**src/rtl/mat_mult_seq_ctrl.sv**
```systemverilog
// mat_mult_seq_ctrl: sequencer for the matrix-multiply datapath.
// Steps one product term per cycle through the A and B memories (k fastest,
// then col, then row), drives MAC clear/enable, and emits a C write strobe
// and address delayed by MAC_LAT so they line up with the MAC result.
// Optional macro: MMCTRL_STALL_EN adds a 'stall' input that freezes a
// running operation cycle-for-cycle.
module mat_mult_seq_ctrl #(
  parameter int ROWS    = 4,
  parameter int COLS    = 4,
  parameter int K       = 8,
  parameter int MAC_LAT = 2,
  parameter int CNT_W   = 16,
  localparam int AW = (ROWS * K    > 1) ? $clog2(ROWS * K)    : 1,
  localparam int BW = (K * COLS    > 1) ? $clog2(K * COLS)    : 1,
  localparam int CW = (ROWS * COLS > 1) ? $clog2(ROWS * COLS) : 1
) (
  input  logic             clk,
  input  logic             reset,
  input  logic             start,
`ifdef MMCTRL_STALL_EN
  input  logic             stall,
`endif
  output logic [AW-1:0]    a_addr,
  output logic [BW-1:0]    b_addr,
  output logic             mac_en,
  output logic             mac_clr,
  output logic             c_we,
  output logic [CW-1:0]    c_addr,
  output logic             busy,
  output logic             done,
  output logic [CNT_W-1:0] cycle_count
);

  localparam int RW  = (ROWS > 1) ? $clog2(ROWS) : 1;
  localparam int CLW = (COLS > 1) ? $clog2(COLS) : 1;
  localparam int KW  = (K > 1)    ? $clog2(K)    : 1;

  typedef enum logic [1:0] {S_IDLE, S_RUN, S_DRAIN, S_DONE} state_t;

  state_t state_reg, state_next;

  logic [RW-1:0]  row_reg, row_next;
  logic [CLW-1:0] col_reg, col_next;
  logic [KW-1:0]  k_reg, k_next;

  logic [AW-1:0]    a_addr_reg, a_addr_next;
  logic [BW-1:0]    b_addr_reg, b_addr_next;
  logic             mac_en_reg, mac_en_next;
  logic             mac_clr_reg, mac_clr_next;
  logic             busy_reg, busy_next;
  logic             done_reg, done_next;
  logic [CNT_W-1:0] cycle_count_reg, cycle_count_next;

  logic stall_i;
  logic halt;
  logic last_term;
  logic issue_store;
  logic [CW-1:0] issue_addr;

  logic [MAC_LAT-1:0] dl_valid;
  logic [CW-1:0]      dl_addr [MAC_LAT];
  logic               dl_pending;

`ifdef MMCTRL_STALL_EN
  assign stall_i = stall;
`else
  assign stall_i = 1'b0;
`endif

  // A stall only matters while an operation is in flight
  assign halt = stall_i && ((state_reg == S_RUN) || (state_reg == S_DRAIN));

  assign last_term = (row_reg == RW'(ROWS - 1)) && (col_reg == CLW'(COLS - 1)) &&
                     (k_reg == KW'(K - 1));

  // The final term of a dot product schedules a C write MAC_LAT cycles later
  assign issue_store = (state_reg == S_RUN) && (k_reg == KW'(K - 1));
  assign issue_addr  = CW'(int'(row_reg) * COLS + int'(col_reg));

  // State register
  always_ff @(posedge clk) begin
    if (reset) begin
      state_reg <= S_IDLE;
    end else begin
      state_reg <= state_next;
    end
  end

  // Next-state and term-counter logic
  always_comb begin
    state_next = state_reg;
    row_next   = row_reg;
    col_next   = col_reg;
    k_next     = k_reg;
    unique case (state_reg)
      S_IDLE: begin
        if (start) begin
          state_next = S_RUN;
          row_next   = '0;
          col_next   = '0;
          k_next     = '0;
        end
      end
      S_RUN: begin
        if (!halt) begin
          if (last_term) begin
            state_next = S_DRAIN;
          end else if (k_reg != KW'(K - 1)) begin
            k_next = k_reg + 1'b1;
          end else begin
            k_next = '0;
            if (col_reg != CLW'(COLS - 1)) begin
              col_next = col_reg + 1'b1;
            end else begin
              col_next = '0;
              row_next = row_reg + 1'b1;
            end
          end
        end
      end
      S_DRAIN: begin
        // Leave once only the final stage (emitting now) can still be valid
        if (!halt && !dl_pending) begin
          state_next = S_DONE;
        end
      end
      S_DONE: begin
        if (!start) begin
          state_next = S_IDLE;
        end
      end
      default: state_next = S_IDLE;
    endcase
  end

  // Output next values, derived from where the sequencer will be next cycle
  always_comb begin
    a_addr_next  = AW'(int'(row_next) * K + int'(k_next));
    b_addr_next  = BW'(int'(k_next) * COLS + int'(col_next));
    mac_en_next  = (state_next == S_RUN);
    mac_clr_next = (state_next == S_RUN) && (k_next == '0);
    busy_next    = (state_next == S_RUN) || (state_next == S_DRAIN);
    done_next    = (state_next == S_DONE);
    cycle_count_next = cycle_count_reg;
    if ((state_reg == S_IDLE) && start) begin
      cycle_count_next = '0;
    end else if (((state_reg == S_RUN) || (state_reg == S_DRAIN)) && !halt &&
                 (cycle_count_reg != {CNT_W{1'b1}})) begin
      cycle_count_next = cycle_count_reg + 1'b1;
    end
  end

  // Counter and output registers
  always_ff @(posedge clk) begin
    if (reset) begin
      row_reg         <= '0;
      col_reg         <= '0;
      k_reg           <= '0;
      a_addr_reg      <= '0;
      b_addr_reg      <= '0;
      mac_en_reg      <= 1'b0;
      mac_clr_reg     <= 1'b0;
      busy_reg        <= 1'b0;
      done_reg        <= 1'b0;
      cycle_count_reg <= '0;
    end else begin
      row_reg         <= row_next;
      col_reg         <= col_next;
      k_reg           <= k_next;
      a_addr_reg      <= a_addr_next;
      b_addr_reg      <= b_addr_next;
      mac_en_reg      <= mac_en_next;
      mac_clr_reg     <= mac_clr_next;
      busy_reg        <= busy_next;
      done_reg        <= done_next;
      cycle_count_reg <= cycle_count_next;
    end
  end

  // Write-strobe delay line: one stage per cycle of MAC latency
  genvar gi;
  for (gi = 0; gi < MAC_LAT; gi++) begin : g_dl
    logic          valid_reg;
    logic [CW-1:0] addr_reg;
    logic          in_valid;
    logic [CW-1:0] in_addr;

    if (gi == 0) begin : g_head
      assign in_valid = issue_store;
      assign in_addr  = issue_addr;
    end else begin : g_tail
      assign in_valid = dl_valid[gi-1];
      assign in_addr  = dl_addr[gi-1];
    end

    // Advance one stage per unstalled cycle; empty slots carry address 0
    always_ff @(posedge clk) begin
      if (reset) begin
        valid_reg <= 1'b0;
        addr_reg  <= '0;
      end else if (!halt) begin
        valid_reg <= in_valid;
        addr_reg  <= in_valid ? in_addr : '0;
      end
    end

    assign dl_valid[gi] = valid_reg;
    assign dl_addr[gi]  = addr_reg;
  end

  // Any valid entry short of the final stage means more writes are coming
  always_comb begin
    dl_pending = 1'b0;
    for (int j = 0; j < MAC_LAT - 1; j++) begin
      dl_pending = dl_pending | dl_valid[j];
    end
  end

  assign a_addr      = a_addr_reg;
  assign b_addr      = b_addr_reg;
  assign mac_en      = mac_en_reg & ~halt;
  assign mac_clr     = mac_clr_reg & ~halt;
  assign c_we        = dl_valid[MAC_LAT-1] & ~halt;
  assign c_addr      = dl_addr[MAC_LAT-1];
  assign busy        = busy_reg;
  assign done        = done_reg;
  assign cycle_count = cycle_count_reg;

endmodule

```
**config.mk**
```make
export PLATFORM = sky130hd
export DESIGN_NAME = mat_mult_seq_ctrl
export DESIGN_NICKNAME = d
export VERILOG_FILES = /design/src/rtl/mat_mult_seq_ctrl.sv
export SDC_FILE = /design/constraint.sdc
export NUM_CORES = 1
export LEC_CHECK = 0
export CORE_UTILIZATION = 40
export CTS_BUF_LIST = sky130_fd_sc_hd__clkbuf_8 sky130_fd_sc_hd__clkbuf_16
export CTS_CLUSTER_DIAMETER = 100
export CTS_CLUSTER_SIZE = 8
export DETAILED_ROUTE_END_ITERATION = 12
export HOLD_SLACK_MARGIN = 0.12
export PLACE_DENSITY = 0.65
export SYNTH_ARGS = -nofsm -noshare
export SYNTH_HDL_FRONTEND = slang
export SYNTH_SLANG_ARGS = --single-unit
```
**constraint.sdc**
```tcl
create_clock -name clk -period 2.6 [get_ports clk]
set_input_delay 0.52 -clock clk [delete_from_list [all_inputs] [get_ports clk]]
set_output_delay 0.52 -clock clk [all_outputs]
set_load 0.03 [all_outputs]
```
* Word level (Yosys, flattened, before mapping) *
Index checks and enable logic that the tools add are counted.

operators by class
  add/subtract/negate cells = 7
  eq/ne operators = 12
  multiplexer cells = 19
  bitwise logic cells = 2
  reductions and logical operators = 13

operator list
  cell                                                  count
  2-to-1 mux 2 bit                                      12
  adder 16 x 1 -> 16 bit (second input constant)        1
  inequality test 16 bit (second input constant)        1
  equality test 2 bit (second input constant)           6
  2-to-1 mux 3 bit                                      3
  one-hot mux 2 bit (2 select lines)                    2
  one-hot mux 2 bit (4 select lines)                    1
  logical AND 1 bit                                     6
  one-hot mux 3 bit (2 select lines)                    1
  OR reduction 2 bit                                    3
  adder 5 x 2 -> 5 bit                                  1
  adder 5 x 3 -> 5 bit                                  1
  adder 2 x 1 -> 2 bit (second input constant)          2
  adder 4 x 2 -> 4 bit                                  1
  equality test 2 x 1 -> 1 bit (second input constant)  2
  adder 3 x 1 -> 3 bit (second input constant)          1
  equality test 3 bit (second input constant)           1
  zero test 3 bit                                       1
  inequality test 3 bit (second input constant)         1
  zero test 2 bit                                       1
  logical OR 1 bit                                      2
  inequality test 2 bit (second input constant)         1
  inverter 1 bit                                        2

storage, ports and cells
  bits in registers = 49
  bits of input ports = 3
  output and inout bits = 35
  logic and storage cells = 68

* Depth between registers and ports, before layout *
  depth after elaboration = 7
  gate-level depth with buffers = 10
  mapped depth without buffers = 9

* Worst setup path before layout *
Ideal clock, no wire load.

  path type = register to register
  start point = register k_reg[0]
  end point = register mac_clr_reg (netlist: mac_clr)
  library setup time = 0.117 ns
  arrival = 2.084 ns
  required time = 2.483 ns
  slack = 0.400 ns
  stages on the path, launching flop included = 10
  buffers on the path = 1
  period minus slack after synthesis = 2.200 ns
  cells stage by stage = dfxtp_1 -> ha_1 -> ha_1 -> clkbuf_1 -> a31oi_1 -> o21ai_0 -> nand3_1 -> ha_1 -> nor2b_1 -> and4b_1

between the ends
  word-level cells in the longest chain between the ends = 6
  elaborated cells between the ends (all ways) = 13
  those cells by class = add/sub (1); eq/ne (3); mux (6); reduce/logical (3)

ends and longest elaborated chain
  what                                RTL line  source
  start, declared                     44        logic [KW-1:0] k_reg, k_next;
  start signal, assigned              169       k_reg <= k_next;
  equality test 3 bit                 74        (k_reg == KW'(K - 1));
  logical AND 1 bit                   73        assign last_term = (row_reg == RW'(ROWS - 1)) && (col_reg == CLW'(COLS - 1)) &&
  2-to-1 mux 2 bit                    106       if (last_term) begin
  one-hot mux 2 bit (4 select lines)  95        unique case (state_reg)
  via state_next[0]                   40        state_t state_reg, state_next;
  equality test 2 x 1 -> 1 bit        --
  via mac_en_next                     48        logic mac_en_reg, mac_en_next;
  logical AND 1 bit                   141       mac_clr_next = (state_next == S_RUN) && (k_next == '0);
  end signal, assigned                173       mac_clr_reg <= mac_clr_next;
  end, declared                       49        logic mac_clr_reg, mac_clr_next;

The timed path passes the listed nets, and every way through them passes these cells.
A chain may end at the register's enable or synchronous reset.

* Final worst setup path *
Ends and elaborated chain as after synthesis.

==> impl_results.md <==
- Antenna violations before repair: 0
- Fmax: between 0.4 and 0.5 GHz
- Drt pass-1 iters: 9
- Hold Crit Class: flip-flop to flip-flop
- Total number of vias: roughly 1700
- Final period utilization: 0.820
- Full die area: 5030 µm²
- Maximum VDD drop: ~0.00035 V
- Port Buffers: 37
- Chip Width: roughly 70 µm
- P per Cell Area: between 500 and 600 nW/µm²
- Area delta synth->final: 28.0%
- Final WL: approximately 3900 µm
- Die H: 71.0 µm
- Average cell area after synthesis: just under 9 µm²
- GRT overflow: 0
- EDFF count, synth: 0
- Final Wtd Congestion: 0.782
- Critical Path End Type: flip-flop
- Register bit total from synthesis: 39
- Clock Latency Late Sink: 0.29 ns
- Sw Share: 0.222
- Clock power share: 0.451
- GR Util All Layers: 0.160
- Crit Path Class: flip-flop to flip-flop
- Number of failing hold endpoints at the final stage: 0
- Inserted Clock Buffers: 5
- Seq pwr share: 0.462
- Comb pwr share: 0.087
- Design area: between 2000 and 2500 µm²
- Final hold slack: ~0.43 ns
- Clock transition at path regs: 0.08 ns
- CTS tree: yes
- Synth warn: 0
- Final min period: ~2.1 ns
- Slew HR: 0.651
- Starting DRT DRC Count: 72
- Clock skew: 0.00736 ns
- Total design power: 1.33 mW
- Max_cap viols: 0
- Net switching power: 295 µW
- Status: finished with violations
- # diodes: 0
- RSZ-0062 raised after global routing: false
- Routed length per instance: between 10 and 15 µm
- Top-Level Pins: 38
- Top FF cell, synth: dfxtp_1
- Max Buffers Root-to-Sink: 2
- Layout cell share with drive strength beyond 1: 0.0751
- Core area: 4470 µm²
- Pleak: roughly 0.9 nW
- Clk sinks: 39
- Clock root buffer: clkbuf_8
- Starting Density: 0.425
- Register area share after synthesis: 0.411
- Cell internal pwr: 1.03 mW
- Residual DRC: 3
- Distinct cell type count after synthesis: 45
- Post-Syn Instances: ~220
- Post-Syn Area: roughly 1900 µm²
- Vias in the first global route: about 1400
- Max Slew Vio Count: 0
- Slew at the pin closest to its max-slew limit: roughly 0.52 ns
- Final nets: around 270
- Failing checks: design-rule violations
- Setup_tns: 0 ns
- CTS H-tree lvls: 2
- First-pass GRT wire length: between 6000 and 7000 µm
- ANT nets after route: 0
- Setup crit start kind: flip-flop
- CP Data Arrival Time: around 2.3 ns
- # rows: 24
- Postcts setup bufs: 0
- CTS-repair resized insts: 0
- Final setup fails: 0
- Max FO, Critical Path: 9
- Hold buffers post-CTS: 0
- DPL Wire Length: ~2800 µm
- Largest net degree at the start of global routing: 17
- Syn_nets: 231
- Vias/cell: roughly 5.5
- Critical Path RT: roughly 2.8 ns
- Post-place instance area: 2300 µm²
- Async S/R FF share, synth: 0
## cell usage in the layout (no fill, tap or decap), types with 5 or more instances in the layout
cell             netlist  routed
clkdlybuf4s50_1        0      37
clkbuf_8               0       5
a21oi_1               18      18
dfxtp_1               39      39
mux2i_1                6       6
o21ai_0                7       7
nand3_1                8       8
nor2b_1                5       5
nor2_1                19      19
inv_1                  7       7
nand2_1               18      18
nand4_1                7       7
ha_1                  11      11
nand2b_1               6       6
and2_1                 8       8
## power groups by stage
stage               logic, mW  clock network [mW]  registers, mW
global route            0.125               0.637          0.616
finish                  0.116               0.600          0.614
floorplan              0.0654                   0          0.641
CTS                     0.116               0.614          0.614
detailed placement      0.115                   0          0.628
global placement        0.115                   0          0.628
## cells by family (layout without fill, tap and decap cells)
logic type,after synthesis,count (layout),share of synthesized area
compound gates,50,50,0.176
fa+ha+maj,11,11,0.0724
buf+inv,20,56,0.0500
flops,39,39,0.411
mux,6,6,0.0316
simple gates,91,91,0.259
## synth_stat cells, drive strengths merged, types with 2 or more instances
| master | count | area share |
|---|---|---|
| dfxtp | 39 | 0.41 |
| nor2 | 19 | 0.038 |
| a21oi | 18 | 0.047 |
| nand2 | 18 | 0.036 |
| ha | 11 | 0.072 |
| and2 | 8 | 0.026 |
| clkbuf | 8 | 0.016 |
| nand3 | 8 | 0.021 |
| nand4 | 8 | 0.030 |
| inv | 7 | 0.014 |
| o21ai | 7 | 0.018 |
| mux2i | 6 | 0.032 |
| nand2b | 6 | 0.020 |
| buf | 5 | 0.020 |
| nor2b | 5 | 0.016 |
| and3 | 4 | 0.013 |
| nor3 | 4 | 0.011 |
| o21bai | 3 | 0.012 |
| or3 | 3 | 0.011 |
| a2111o | 2 | 0.012 |
| a211oi | 2 | 0.0079 |
| a21boi | 2 | 0.0079 |
| a221oi | 2 | 0.0092 |
| a22oi | 2 | 0.0079 |
| a31oi | 2 | 0.0066 |
| a41oi | 2 | 0.0092 |
| and4 | 2 | 0.0099 |
| nand4b | 2 | 0.0092 |
## critical path, cell delays in order (launching register included)
cell and delay, ns:
dfxtp_1 0.43, ha_1 0.18, ha_1 0.31, a31oi_1 0.20, o21ai_0 0.26, nand3_1 0.14, ha_1 0.19, nor2b_1 0.13
and4b_1 0.18
## layout make-up
class / instances / area, µm²
fill: 421 / 2040
clock buffer: 5 / 68.8
sequential: 39 / 781
timing repair buffer: 41 / 400
multi-input combinational: 158 / 1030
tap: 52 / 65.1
inverter: 7 / 26.3
clock inverter: 3 / 67.6
## worst paths after layout
kind	endpoint	from	slack (ns)	depth (start not counted)
max	mac_clr$_SDFF_PP0_	k_reg[0]$_SDFF_PP0_	0.47	8
min	c_addr[2]$_SDFF_PP0_	g_dl[0].addr_reg[2]$_SDFF_PP0_	0.43	1
max reg2reg	mac_clr$_SDFF_PP0_	k_reg[0]$_SDFF_PP0_	0.47	8
min reg2reg	c_addr[2]$_SDFF_PP0_	g_dl[0].addr_reg[2]$_SDFF_PP0_	0.43	1
## metal layers
layer / vias up / GRT usage / wire length, µm
met4: 0 / 0.0644 / 26
met3: 2 / 0.0427 / 170
met5: - / 0 / 0
met1: 769 / 0.213 / 1950
met2: 41 / 0.248 / 1790
li1: 851 / - / -
## through the flow
stage / std cells / util / setup slack, ns
CTS: 305 / 0.544 / 0.466
detailed placement: 297 / 0.514 / 0.328
finish: 305 / 0.544 / 0.467
global placement: 297 / 0.514 / 0.373
floorplan: 217 / - / 0.400
global route: 305 / 0.544 / 0.231
(Power assumes the default switching activity.)
